**src/rtl/gesture_vote_filter_pkg.sv**
```systemverilog
// Shared definitions for the gesture vote filter and the game controller:
// filter state encoding, class codes and default window sizing.
package gesture_vote_filter_pkg;

    typedef enum logic [1:0] {
        ST_FILL   = 2'd0,
        ST_TRACK  = 2'd1,
        ST_LOCKED = 2'd2
    } state_t;

    localparam logic [1:0] ROCK     = 2'd0;
    localparam logic [1:0] PAPER    = 2'd1;
    localparam logic [1:0] SCISSORS = 2'd2;

    // Any code >= the class count is unknown; this is the canonical one.
    localparam logic [3:0] LABEL_UNKNOWN = 4'hF;

    localparam int DEFAULT_DEPTH   = 8;
    localparam int DEFAULT_THRESH  = 6;
    localparam int DEFAULT_CLASSES = 3;

endpackage

```
**src/rtl/gesture_vote_filter_vote_counter.sv**
```systemverilog
// Per-class vote counter; simultaneous inc and dec cancel so a same-class
// eviction/insert leaves the count untouched.
module vote_counter #(
    parameter int W = 4
) (
    input  logic         clk,
    input  logic         rst_n,
    input  logic         clr,
    input  logic         inc,
    input  logic         dec,
    output logic [W-1:0] count
);

    always_ff @(posedge clk or negedge rst_n) begin
        if (!rst_n) begin
            count <= '0;
        end else if (clr) begin
            count <= '0;
        end else if (inc && !dec) begin
            count <= count + W'(1);
        end else if (dec && !inc) begin
            count <= count - W'(1);
        end
    end

endmodule

```
**src/rtl/gesture_vote_filter.sv**
```systemverilog
// Sliding-window majority vote over classifier labels: a circular buffer of
// recent labels with per-class counters, and a FILL/TRACK/LOCKED decision stage.
module gesture_vote_filter
    import gesture_vote_filter_pkg::*;
#(
    parameter int DEPTH       = DEFAULT_DEPTH,
    parameter int THRESH      = DEFAULT_THRESH,
    parameter int NUM_CLASSES = DEFAULT_CLASSES,
    parameter int TIMEOUT     = 25_000_000
) (
    input  logic       clk,
    input  logic       rst_n,
    input  logic [3:0] label_in,
    input  logic       label_valid,
    input  logic       clear,
    output logic [1:0] gesture,
    output logic       gesture_valid,
    output logic       gesture_update,
    output logic [4:0] fill_count
);

    localparam int PW = $clog2(DEPTH);
    localparam int CW = $clog2(DEPTH + 1);
    localparam int IW = (TIMEOUT > 1) ? $clog2(TIMEOUT + 1) : 1;

    logic [3:0]    win_buf [DEPTH];
    logic [PW-1:0] wptr;
    logic [CW-1:0] cnt [NUM_CLASSES];
    logic [IW-1:0] idle_cnt;
    logic [3:0]    evicted;
    logic          full, timeout_hit, flush, accept;

    state_t        state, state_nxt;
    logic [1:0]    gest_nxt, pick;
    logic          found, held;

    assign full        = (fill_count == 5'(DEPTH));
    assign evicted     = win_buf[wptr];
    assign timeout_hit = (TIMEOUT != 0) && !label_valid && (idle_cnt == IW'(TIMEOUT - 1));
    assign flush       = clear || timeout_hit;
    assign accept      = label_valid && !flush;

    for (genvar c = 0; c < NUM_CLASSES; c++) begin : g_cls
        logic inc, dec;
        assign inc = accept && (label_in == 4'(c));
        assign dec = accept && full && (evicted == 4'(c));
        vote_counter #(.W(CW)) u_cnt (
            .clk   (clk),
            .rst_n (rst_n),
            .clr   (flush),
            .inc   (inc),
            .dec   (dec),
            .count (cnt[c])
        );
    end

    // Window storage needs no reset; fill_count says which slots are live.
    always_ff @(posedge clk) begin
        if (accept) win_buf[wptr] <= label_in;
    end

    always_ff @(posedge clk or negedge rst_n) begin
        if (!rst_n) begin
            wptr       <= '0;
            fill_count <= '0;
            idle_cnt   <= '0;
        end else begin
            if (flush) begin
                wptr       <= '0;
                fill_count <= '0;
            end else if (accept) begin
                wptr <= wptr + PW'(1);
                if (!full) fill_count <= fill_count + 5'd1;
            end
            if (flush || label_valid) idle_cnt <= '0;
            else if (TIMEOUT != 0)    idle_cnt <= idle_cnt + IW'(1);
        end
    end

    // The held class survives ties; otherwise the lowest qualifying index wins.
    always_comb begin
        state_nxt = state;
        gest_nxt  = gesture;
        found     = 1'b0;
        held      = 1'b0;
        pick      = ROCK;
        for (int c = 0; c < NUM_CLASSES; c++) begin
            if (cnt[c] >= CW'(THRESH)) begin
                if (!found) begin
                    found = 1'b1;
                    pick  = 2'(c);
                end
                if (state == ST_LOCKED && gesture == 2'(c)) held = 1'b1;
            end
        end
        if (held) begin
            state_nxt = ST_LOCKED;
        end else if (found) begin
            state_nxt = ST_LOCKED;
            gest_nxt  = pick;
        end else if (full) begin
            state_nxt = ST_TRACK;
        end else begin
            state_nxt = ST_FILL;
        end
    end

    always_ff @(posedge clk or negedge rst_n) begin
        if (!rst_n) begin
            state          <= ST_FILL;
            gesture        <= ROCK;
            gesture_valid  <= 1'b0;
            gesture_update <= 1'b0;
        end else if (flush) begin
            state          <= ST_FILL;
            gesture_valid  <= 1'b0;
            gesture_update <= gesture_valid;
        end else begin
            state          <= state_nxt;
            gesture        <= gest_nxt;
            gesture_valid  <= (state_nxt == ST_LOCKED);
            gesture_update <= (gest_nxt != gesture) ||
                              ((state_nxt == ST_LOCKED) != gesture_valid);
        end
    end

endmodule
```
**config.mk**
```make
export PLATFORM = sky130hd
export DESIGN_NAME = gesture_vote_filter
export DESIGN_NICKNAME = d
export VERILOG_FILES = /design/src/rtl/gesture_vote_filter_pkg.sv /design/src/rtl/gesture_vote_filter_vote_counter.sv /design/src/rtl/gesture_vote_filter.sv
export SDC_FILE = /design/constraint.sdc
export NUM_CORES = 1
export LEC_CHECK = 0
export CORE_ASPECT_RATIO = 0.8
export CORE_MARGIN = 2
export CORE_UTILIZATION = 40
export CTS_CLUSTER_SIZE = 30
export DETAILED_ROUTE_END_ITERATION = 6
export GPL_TIMING_DRIVEN = 1
export PLACE_DENSITY_LB_ADDON = 0.3
export SETUP_SLACK_MARGIN = 0.1
export SYNTH_ARGS = -nofsm -noshare
export SYNTH_HDL_FRONTEND = slang
export SYNTH_SLANG_ARGS = --single-unit
```
**constraint.sdc**
```tcl
create_clock -name clk -period 4.18 [get_ports clk]
set_clock_uncertainty 0.05 [all_clocks]
set_input_delay 0.418 -clock clk [delete_from_list [all_inputs] [get_ports clk]]
set_output_delay 0.418 -clock clk [all_outputs]
set_load 0.02 [all_outputs]
```
==> results.md <==
- Clk root buf: clkbuf_16
- ANT nets after route: 0
- Number of global-route vias before repair: 2665
- Layout cells sized above 1: 0.09067
- Fmax: 0.3022 GHz
- Final hold violations: 0
- CTS Hold Bufs: 0
- Syn nets: 381
- Area contributors post-synth: dfrtp_1 31%, edfxtp_1 23%, nor2_1 4.7%
- Rel. slew slack: 0.4547
- P_leak: around 1.9 nW
- Worst Max-Slew Pin Slew: just over 800 ps
- P per Cell Area: 364.2 mW/mm^2
- # port buffers: 16
- Grt ovf: 0
- Largest net degree at the start of global routing: 52
- Resized cells post-CTS: 0
- Crit path DAT: 3460 ps
- VDD IR max: ~210 uV
- DRT met1 WL: 3719 microns
- Min cycle time layout: 3309 ps
- TritonCTS Buffers: 9
- Worst-path maximum fanout: 13
- Synth area leader: dfrtp_1
- Status: completed
- Clock buffer depth: 2
- Detailed Route WL: between 7000 and 8000 microns
- Most common cell after layout, fill and taps aside: nor2_1
- Chip width: 118.0 microns
- Worst setup path class: register to register
- Cell area after synthesis: 0.004161 sq mm
- Worst-Skew Late Latency: 330 ps
- Placer Congestion: 0.7607
- Drt pass-1 iters: 4
- Endpoints failing setup: 0
- Register clock-pin slew on the reported worst setup and hold paths: 60 ps
- Fin nets: 402
- Synthesis Warnings: 0
- Post-CTS setup buffer count: 0
- Highest Signal Layer: met4
- Register area share after synthesis: 0.5376
- Initial antenna violation count: 0
- CTS tree: yes
- Unrepaired setup endpoints after global routing: false
- HP Class: input pin to async pin
- Initial DRC count: ~130
- Synth Register Bits: 83
- Ys async rst share: 0.6145
- Distinct cells, synth: 57
- Antenna Diode Count: 0
- Crit end category: register
- Yosys top cell area share: 0.3067
- Post-Place Worst Slack: between 800 and 900 ps
- H-Tree Depth: 3
- First-pass GRT wire length: 13150 microns
- Die H: 95.23 microns
- # IOs: 17
- Post-Syn Instances: 360
- Placed Cells: 510
- Core Rows: 33
- EDFF count, synth: 32
- Met2 routed WL: 3439 microns
- Clock sinks: 83
- Pins Over Slew Limit: 0
- Mapped Avg Cell Area: 11.56 sq um
- Syn-to-layout area delta: 14.07%
- Routed WL per cell: 14.25 microns
- Tcrit/Tclk final: 0.7917
- Slack of the critical path: 870.6 ps
- Non-Filler Instances: 526
- Startpoint Class: register
- Commonest cells after routing, fill and taps aside: 52 x nor2_1, 51 x dfrtp_1, 32 x edfxtp_1
- DP Wirelength: 5114 microns
- Post-route setup TNS: 0 ps
- Initial Util: 0.4080
- Main synth FF type: dfrtp_1
- WP data required: about 4300 ps
- Core ar.: 0.01020 sq mm
- Die area: 0.01124 sq mm
- Drc violations: 0
- Total global-route track usage: 0.1492
- Met3 WL: about 270 microns
- Vias: 2667
- Via-to-Cell Ratio: between 5 and 6
- Max_cap viols: 0
==> layout make-up <==
type | instances | area, sq um
multi-input cells | 256 | 1828
inverters | 12 | 45.04
clock inverters | 7 | 58.81
well taps | 140 | 175.2
fillers | 919 | 5451
repair buffers | 19 | 177.7
clock buffers | 9 | 225.2
flip-flops and latches | 83 | 2237
==> synthesized netlist by cell type, types with 2 or more instances <==
cell	instances
nor4b_1	2
o21a_1	2
nand3_1	13
mux2i_1	6
o32ai_1	2
mux4_2	2
fa_1	3
edfxtp_1	32
nor3_1	14
xnor2_1	13
ha_1	10
clkbuf_1	4
nor3b_1	3
nand4_1	9
and4_1	5
mux4_1	2
nand3b_1	2
xor2_1	21
dfrtp_1	51
o21ai_0	3
a21o_1	4
and3_1	5
nand2_1	20
buf_6	2
nor2b_1	10
buf_2	2
a211oi_1	2
nor4_1	3
xor2_2	2
inv_1	12
or3_1	3
or2_2	4
a21oi_1	12
nand2b_1	6
nor2_1	52
==> report_power, final <==
part / switching, W / internal (W) / leakage, nW
combinational: 0.0000590 / 0.0000416 / 0.744
clock: 0.000300 / 0.000454 / 0.139
sequential: 0.0000162 / 0.000858 / 0.997
==> kinds of logic after synthesis <==
kind of cell	count (synthesis)	synth area share
and+or+nand+nor	161	0.2111
muxes	12	0.04600
DFF	83	0.5376
xor gates and xnor gates	37	0.08599
adders and majority gates	13	0.04450
buffers and inverters	21	0.02315
AOI/OAI and AO/OA	33	0.05171
==> layer usage <==
metal	global-route usage	vias to the layer above
li1	-	1321
met1	0.2002	1303
met2	0.2413	36
met3	0.04127	7
met4	0.04016	0
met5	0	-
==> critical path: stages, from the launching register on <==
cell and delay (ps):
dfrtp_1 690, mux4_1 630, mux2_2 330, nor2_2 120, nand3_2 130, nand2b_1 170
ha_1 250, a21o_1 170, a21oi_1 170, nand2_1 70, mux2i_1 170, xnor2_1 160
nor2_1 50
==> through the flow <==
stage               hold WS, ps  cell area (sq um)    util  total power, W
global placement          456.2               4463  0.4376       0.0009907
global route              208.1               4747  0.4655        0.001797
floorplan                 72.41               4161       -       0.0009478
detailed placement        465.1               4463  0.4376       0.0009928
finish                    146.2               4747  0.4655        0.001729
CTS                       171.7               4747  0.4655        0.001749
==> final timing paths <==
| path | from | end | slack, ps | cells past startpoint |
|---|---|---|---|---|
| max | wptr[0] | g_cls[1].u_cnt.count[3] | 870 | 12 |
| min | rst_n | idle_cnt[13] | 150 | 2 |
| max reg2reg | wptr[0] | g_cls[1].u_cnt.count[3] | 870 | 12 |
| min reg2reg | idle_cnt[0] | idle_cnt[0] | 480 | 1 |
| max in group asynchronous | rst_n | g_cls[0].u_cnt.count[3] | 3500 | 2 |
| min in group clk | idle_cnt[0] | idle_cnt[0] | 480 | 1 |
==> flip-flops by register name (all words and copies together), names as in the netlist <==
| register | count |
|---|---|
| state | 2 |
| gesture_valid | 1 |
| g_cls.u_cnt.count | 12 |
| gesture | 2 |
| gesture_update | 1 |
| win_buf | 32 |
| fill_count | 5 |
| wptr | 3 |
| idle_cnt | 25 |
(Power assumes the default switching activity.)
